`src/rtl/btn_debounce_toggle.sv`:
```
// Two-flop synchroniser plus hold-time debounce FSM for an active-low pushbutton; all outputs registered.
// Press/release accepted DEBOUNCE_CYCLES+3 edges after the raw change; no backpressure, strobes last one cycle.
module btn_debounce_toggle #(
    parameter int unsigned DEBOUNCE_CYCLES = 2500000,
    parameter int unsigned CNT_W           = 24
) (
    input  logic       CLOCK_50,
    input  logic       reset,
    input  logic       toggleBtn,
    output logic       btn_level,
    output logic       press_pulse,
    output logic       release_pulse,
    output logic       toggle_state,
    output logic [7:0] press_count
);

    typedef enum logic [1:0] {
        RELEASED,
        PRESS_WAIT,
        PRESSED,
        RELEASE_WAIT
    } state_t;

    localparam logic [CNT_W-1:0] CNT_LAST = CNT_W'(DEBOUNCE_CYCLES - 1);

    logic             sync1_q, sync2_q;
    logic             btn_s;
    state_t           state_q, state_d;
    logic [CNT_W-1:0] cnt_q, cnt_d;
    logic             level_q, level_d;
    logic             press_q, press_d;
    logic             release_q, release_d;
    logic             toggle_q, toggle_d;
    logic [7:0]       count_q, count_d;

    assign btn_s = ~sync2_q;

    always_comb begin
        state_d   = state_q;
        cnt_d     = cnt_q;
        level_d   = level_q;
        press_d   = 1'b0;
        release_d = 1'b0;
        toggle_d  = toggle_q;
        count_d   = count_q;
        case (state_q)
            RELEASED: begin
                if (btn_s) begin
                    state_d = PRESS_WAIT;
                    cnt_d   = '0;
                end
            end
            PRESS_WAIT: begin
                if (!btn_s) begin
                    state_d = RELEASED;
                    cnt_d   = '0;
                end else if (cnt_q == CNT_LAST) begin
                    state_d  = PRESSED;
                    level_d  = 1'b1;
                    press_d  = 1'b1;
                    toggle_d = ~toggle_q;
                    count_d  = count_q + 8'd1;
                end else begin
                    cnt_d = cnt_q + CNT_W'(1);
                end
            end
            PRESSED: begin
                if (!btn_s) begin
                    state_d = RELEASE_WAIT;
                    cnt_d   = '0;
                end
            end
            RELEASE_WAIT: begin
                // A bounce back to pressed returns without any strobe.
                if (btn_s) begin
                    state_d = PRESSED;
                    cnt_d   = '0;
                end else if (cnt_q == CNT_LAST) begin
                    state_d   = RELEASED;
                    level_d   = 1'b0;
                    release_d = 1'b1;
                end else begin
                    cnt_d = cnt_q + CNT_W'(1);
                end
            end
            default: begin
                state_d = RELEASED;
                cnt_d   = '0;
            end
        endcase
    end

    always_ff @(posedge CLOCK_50) begin
        if (reset) begin
            sync1_q   <= 1'b1;
            sync2_q   <= 1'b1;
            state_q   <= RELEASED;
            cnt_q     <= '0;
            level_q   <= 1'b0;
            press_q   <= 1'b0;
            release_q <= 1'b0;
            toggle_q  <= 1'b0;
            count_q   <= 8'd0;
        end else begin
            sync1_q   <= toggleBtn;
            sync2_q   <= sync1_q;
            state_q   <= state_d;
            cnt_q     <= cnt_d;
            level_q   <= level_d;
            press_q   <= press_d;
            release_q <= release_d;
            toggle_q  <= toggle_d;
            count_q   <= count_d;
        end
    end

    assign btn_level     = level_q;
    assign press_pulse   = press_q;
    assign release_pulse = release_q;
    assign toggle_state  = toggle_q;
    assign press_count   = count_q;

endmodule

```
`config.mk`:
```
export PLATFORM = sky130hd
export DESIGN_NAME = btn_debounce_toggle
export DESIGN_NICKNAME = d
export VERILOG_FILES = /design/src/rtl/btn_debounce_toggle.sv
export SDC_FILE = /design/constraint.sdc
export NUM_CORES = 1
export LEC_CHECK = 0
export BUFFER_PORTS_ARGS = -buffer_cell sky130_fd_sc_hd__buf_2
export CORE_MARGIN = 3
export CORE_UTILIZATION = 64
export CTS_CLUSTER_DIAMETER = 30
export DETAILED_ROUTE_END_ITERATION = 12
export PLACE_DENSITY_LB_ADDON = 0.12
export SETUP_SLACK_MARGIN = 0.02
export SLEW_MARGIN = 20
export SYNTH_ARGS = -nofsm -noshare
export SYNTH_HDL_FRONTEND = slang
export SYNTH_SLANG_ARGS = --single-unit
```
`constraint.sdc`:
```
create_clock -name CLOCK_50 -period 4.05 [get_ports CLOCK_50]
set_input_delay 0.405 -clock CLOCK_50 [delete_from_list [all_inputs] [get_ports CLOCK_50]]
set_output_delay 0.405 -clock CLOCK_50 [all_outputs]
set_load 0.005 [all_outputs]
```
=== Word level (Yosys, flattened, before mapping) ===
Cells that the tools add are included.

* Add/subtract/negate cells: 2
* Eq/ne operators: 12
* Muxes and demuxes: 19
* Bitwise gates (word level): 4
* Reduce and logical (&&, ||, !) cells: 8

{| class="wikitable"
|+ Operators by type and width
! kind !! number
|-
| $mux W24 || 5
|-
| $pmux W24 S4 || 1
|-
| $add A24 B1 Y24 const B || 1
|-
| $eq A24 B22 Y1 const B || 1
|-
| $mux W2 || 6
|-
| $ne A2 B2 Y1 const B || 6
|-
| $add A8 B1 Y8 const B || 1
|-
| $pmux W2 S4 || 1
|-
| $ne A3 B3 Y1 const B || 2
|-
| $reduce_or A3 Y1 || 2
|-
| $mux W1 || 5
|-
| $reduce_and A5 Y1 || 1
|-
| $eq A2 B2 Y1 const B || 2
|-
| $not A1 Y1 || 4
|-
| $reduce_and A4 Y1 || 1
|-
| $reduce_and A3 Y1 || 1
|-
| $eq A2 B1 Y1 const B || 1
|-
| $logic_not A2 Y1 || 1
|-
| $pmux W1 S2 || 1
|-
| $reduce_and A2 Y1 || 1
|-
| $reduce_bool A2 Y1 || 1
|}

* Flip-flop bits (word level): 40

=== Longest topological paths before layout ===
* Depth after elaboration: 4
* Gate-level depth with buffers: 7
* Gate-level depth less buffers: 6

=== Least setup slack after synthesis ===
OpenSTA, ideal clock, no wires.

* Kind: register -> register
* Start: register cnt_q[0]
* End: register count_q[3], in the netlist press_count[3]
* Library setup time: 123 ps
* Data arrival time: 1789 ps
* Slack: 2138 ps
* Cell stages (with the launch flop): 8
* Period minus slack after synthesis: 1912 ps
* Path through: dfxtp_1 -> ha_1 -> and4_1 -> buf_2 -> nand4_2 -> nor3_4 -> nand4_1 -> mux2_1

* Word-level cells in the longest chain between the ends: 2

{| class="wikitable"
|+ RTL lines
! item !! RTL line !! source
|-
| start, declared || 29 || <nowiki>logic [CNT_W-1:0] cnt_q, cnt_d;</nowiki>
|-
| start signal, assigned || 108 || <nowiki>cnt_q <= cnt_d;</nowiki>
|-
| $eq A24 B22 Y1 || 57 || <nowiki>end else if (cnt_q == CNT_LAST) begin</nowiki>
|-
| $reduce_and A3 Y1 (no source line) || - ||
|-
| end signal, assigned || 113 || <nowiki>count_q <= count_d;</nowiki>
|-
| end, declared || 34 || <nowiki>logic [7:0] count_q, count_d;</nowiki>
|}

Every way passes these cells.
A chain may end at the register's enable or synchronous reset.

==> results.toml <==
[clocking]
clock_latency_ns = 0.36
htreeDepth = 2
cts_tree = "built"
cts_sinks = 40
cts_hold_buf = 0
post_cts_buffers = 0
cts_max_path_buffers = 2
postCtsResizedCells = 0
cts-buffers-inserted = 5
clk_pin_slew_ns = 0.12
cts_root_buf = "clkbuf_4"

[sta]
fin_crit_ns = 2.32
holdWs_ns = 0.232
rsz0062_at_grt = "false"
fin_crit_sh_pct = 57.2
maxClockFrequency_ghz = 0.432
setup-tns-final_ns = 0
fin_skew_ns = 0.00926
timing.final.ws_setup_ns = 1.73
maxSlewHeadroom_pct = 48.2
slew_viol_final = 0
finalHoldViolCount = 0
setup_viol = 0
max_slew.worst_pin.slew_ns = 0.775

[power_and_ir_drop]
intPower_mw = 0.530
seq_power_share_pct = 58.4
p_leak_nw = 0.820
switching_share_pct = 22.1
ir_worst_vdd_mv = 0.259
power_density_nw_per_um2 = 302
comb_power_share_pct = 3.0
p_clk_share_pct = 38.6
p_sw_mw = 0.151

[worst_setup_path]
path_delay_family = "simple AND/OR/NAND/NOR gates"
critical_path_peak_fanout = 20
critPathBufInv = 0
cp.required_ns = 4.36
cp-start-kind = "flop"
worstPathArrival_ns = 2.63
crit_type = "reg -> reg"
rrSetupSlack_ns = 1.73
worst_path_largest_cell_delay_ns = 0.58
r2r.worst_path.cells = 5
r2r-end = "cnt_q[18]"
critPathSlowestCell = "or4_1"
crit_path_end_kind = "flop"
worstPathCellList = "xnor2_2, xnor2_1, or2_1, or4_1, nand2_1"

[yosys]
synth.top_cell.area_share_pct = 38.5
ys_ff_latch = 40
synth_top_area_cell = "dfxtp_1"
synth_warnings = 0
synth_fa_ha_area_share_pct = 1.20
synth-edff-count = 0
synthesis.area_sq_um = 2080
synthMuxAreaShare_pct = 4.15
syn_nets = 236
synth_compound_area_share_pct = 7.81
synth_top_family_by_area = "simple AND/OR/NAND/NOR gates"
synth_cell_types = 49
ys_seq_area_share_pct = 38.5
ys_async_sr_fraction_pct = 0
synthCells = 231
synth_xor_area_share_pct = 9.19
syn_area_per_cell_sq_um = 9.01
synth-main-ff-cell = "dfxtp_1"
synth-simple-area-share_pct = 36.7
synth_area_leaders = "dfxtp_1 (38%), nor2_1 (5.8%), xor2_1 (4.6%), nand4_1 (4.2%), nand3_1 (4.1%)"

[min_path]
hold_depth = 2
holdPathEnd = "sync1_q"
hp-start = "toggleBtn"
min_path_type = "in -> reg"

[final_layout]
regArea_sq_um = 801
mostFrequentLayoutCells = "dfxtp_1 (40), nor2_1 (32), nand3_1 (17)"
antenna_cells = 0
multiInputGateArea_sq_um = 1230
drive_gt1_share_pct = 15.4
largest_reg_flops = 24
nets = 250
top_register = "cnt_q"
area_growth_pct = 8.05
layout_commonest_cell = "dfxtp_1"
fillers = 248

[placement]
dp_hpwl_mm = 2.93
port_buffers = 14
dp_slack_ns = 1.76
globalplace.congestion = 0.809

[detailed_routing]
drc = 0
top_layer_used = "met4"
via_per_inst = 6.06
ant_nets = 0
post_drt_wl_per_cell_um = 14.3
met1Wirelength_mm = 1.93
drt_wl_total_mm = 4.16
drtPass1Iterations = 4
wl_met3_um = 182
drt_iter0_markers = 133
wl_met2_mm = 1.97
dr_total_vias = 1757

[job]
drv_cap = 0

[floorplan]
io_pins = 15
fp.dieH_um = 63.0
dieArea_sq_um = 3970
core_area_sq_um = 3080
die_w_um = 63.0
core.rowCount = 20
initial_core_util_pct = 67.6

[global_routing]
gr-total-overflow = 0
grt_pass1_vias = 1603
grt_first_pass_wirelength_mm = 7.31
grt_max_degree = 28
antenna_found_initial = 0
grt_usage_pct = 22.7

[outcome]
status = "finished, final reports clean"
-- how the worst max path moves through the flow --
stage,start,endpoint,slack (ns),cells past startpoint
after global placement,flop,cnt_q[18],1.81,5
after CTS,flop,cnt_q[18],1.74,5
final,flop,cnt_q[18],1.73,5
after global routing,flop,cnt_q[18],1.59,5
after floorplan,cnt_q[0],press_count[3],2.14,7
after detailed placement,flop,cnt_q[18],1.76,5
-- layout make-up --
class                      count  area share (%)
sequential                    40            35.6
timing repair buffer          14            3.11
tap                           44            2.45
clock buffer                   5            1.67
multi-input combinational    180            54.6
inverter                       4           0.667
clock inverter                 3            1.89
-- cell families after synthesis --
family / count (synthesis)
mux: 8
buf+inv: 11
compound gates: 26
xor+xnor: 21
flops: 40
simple gates: 123
fa+ha+maj: 2
-- through the flow --
stage	cell area [sq um]	utilization [%]	cells	total power, mW
2_1_floorplan	2080	-	231	0.422
3_3_place_gp	2170	70.5	282	0.427
3_5_place_dp	2170	70.5	282	0.427
4_1_cts	2250	73.1	290	0.685
5_1_grt	2250	73.1	290	0.704
6_report	2250	73.1	290	0.681
-- metal layers --
| metal | vias up | global-route usage, % |
|---|---|---|
| met5 | - | 0 |
| met4 | 0 | 6.34 |
| met3 | 10 | 5.40 |
| met2 | 39 | 36.8 |
| met1 | 832 | 30.0 |
| li1 | 876 | - |
-- synthesized netlist by cell type, drive strengths merged (2+ instances only) --
library cell   n
a21oi          6
and3           4
and4           6
buf            5
clkbuf         2
dfxtp         40
ha             2
inv            4
mux2           5
mux2i          3
nand2          7
nand3         17
nand4         15
nor2          33
nor2b          7
nor3           9
nor4           4
nor4b          4
o2111ai        3
o211ai         3
o21ai          9
or2            4
or3            4
or4            3
xnor2         10
xor2          11
-- power groups by stage --
stage               combinational (mW)  clock (mW)  sequential (mW)
CTS                             0.0208       0.266            0.397
floorplan                       0.0159           0            0.406
finish                          0.0207       0.263            0.397
detailed placement              0.0207           0            0.406
global placement                0.0204           0            0.406
global route                    0.0239       0.282            0.398
-- worst reg2reg max path: cells and delay by family, from the launching register on --
kind / cells / cell delay [ns]
xor+xnor: 2 / 0.73
simple gates: 3 / 1.16
flops: 1 / 0.39
Note: power is estimated with default switching activity, not from simulation.
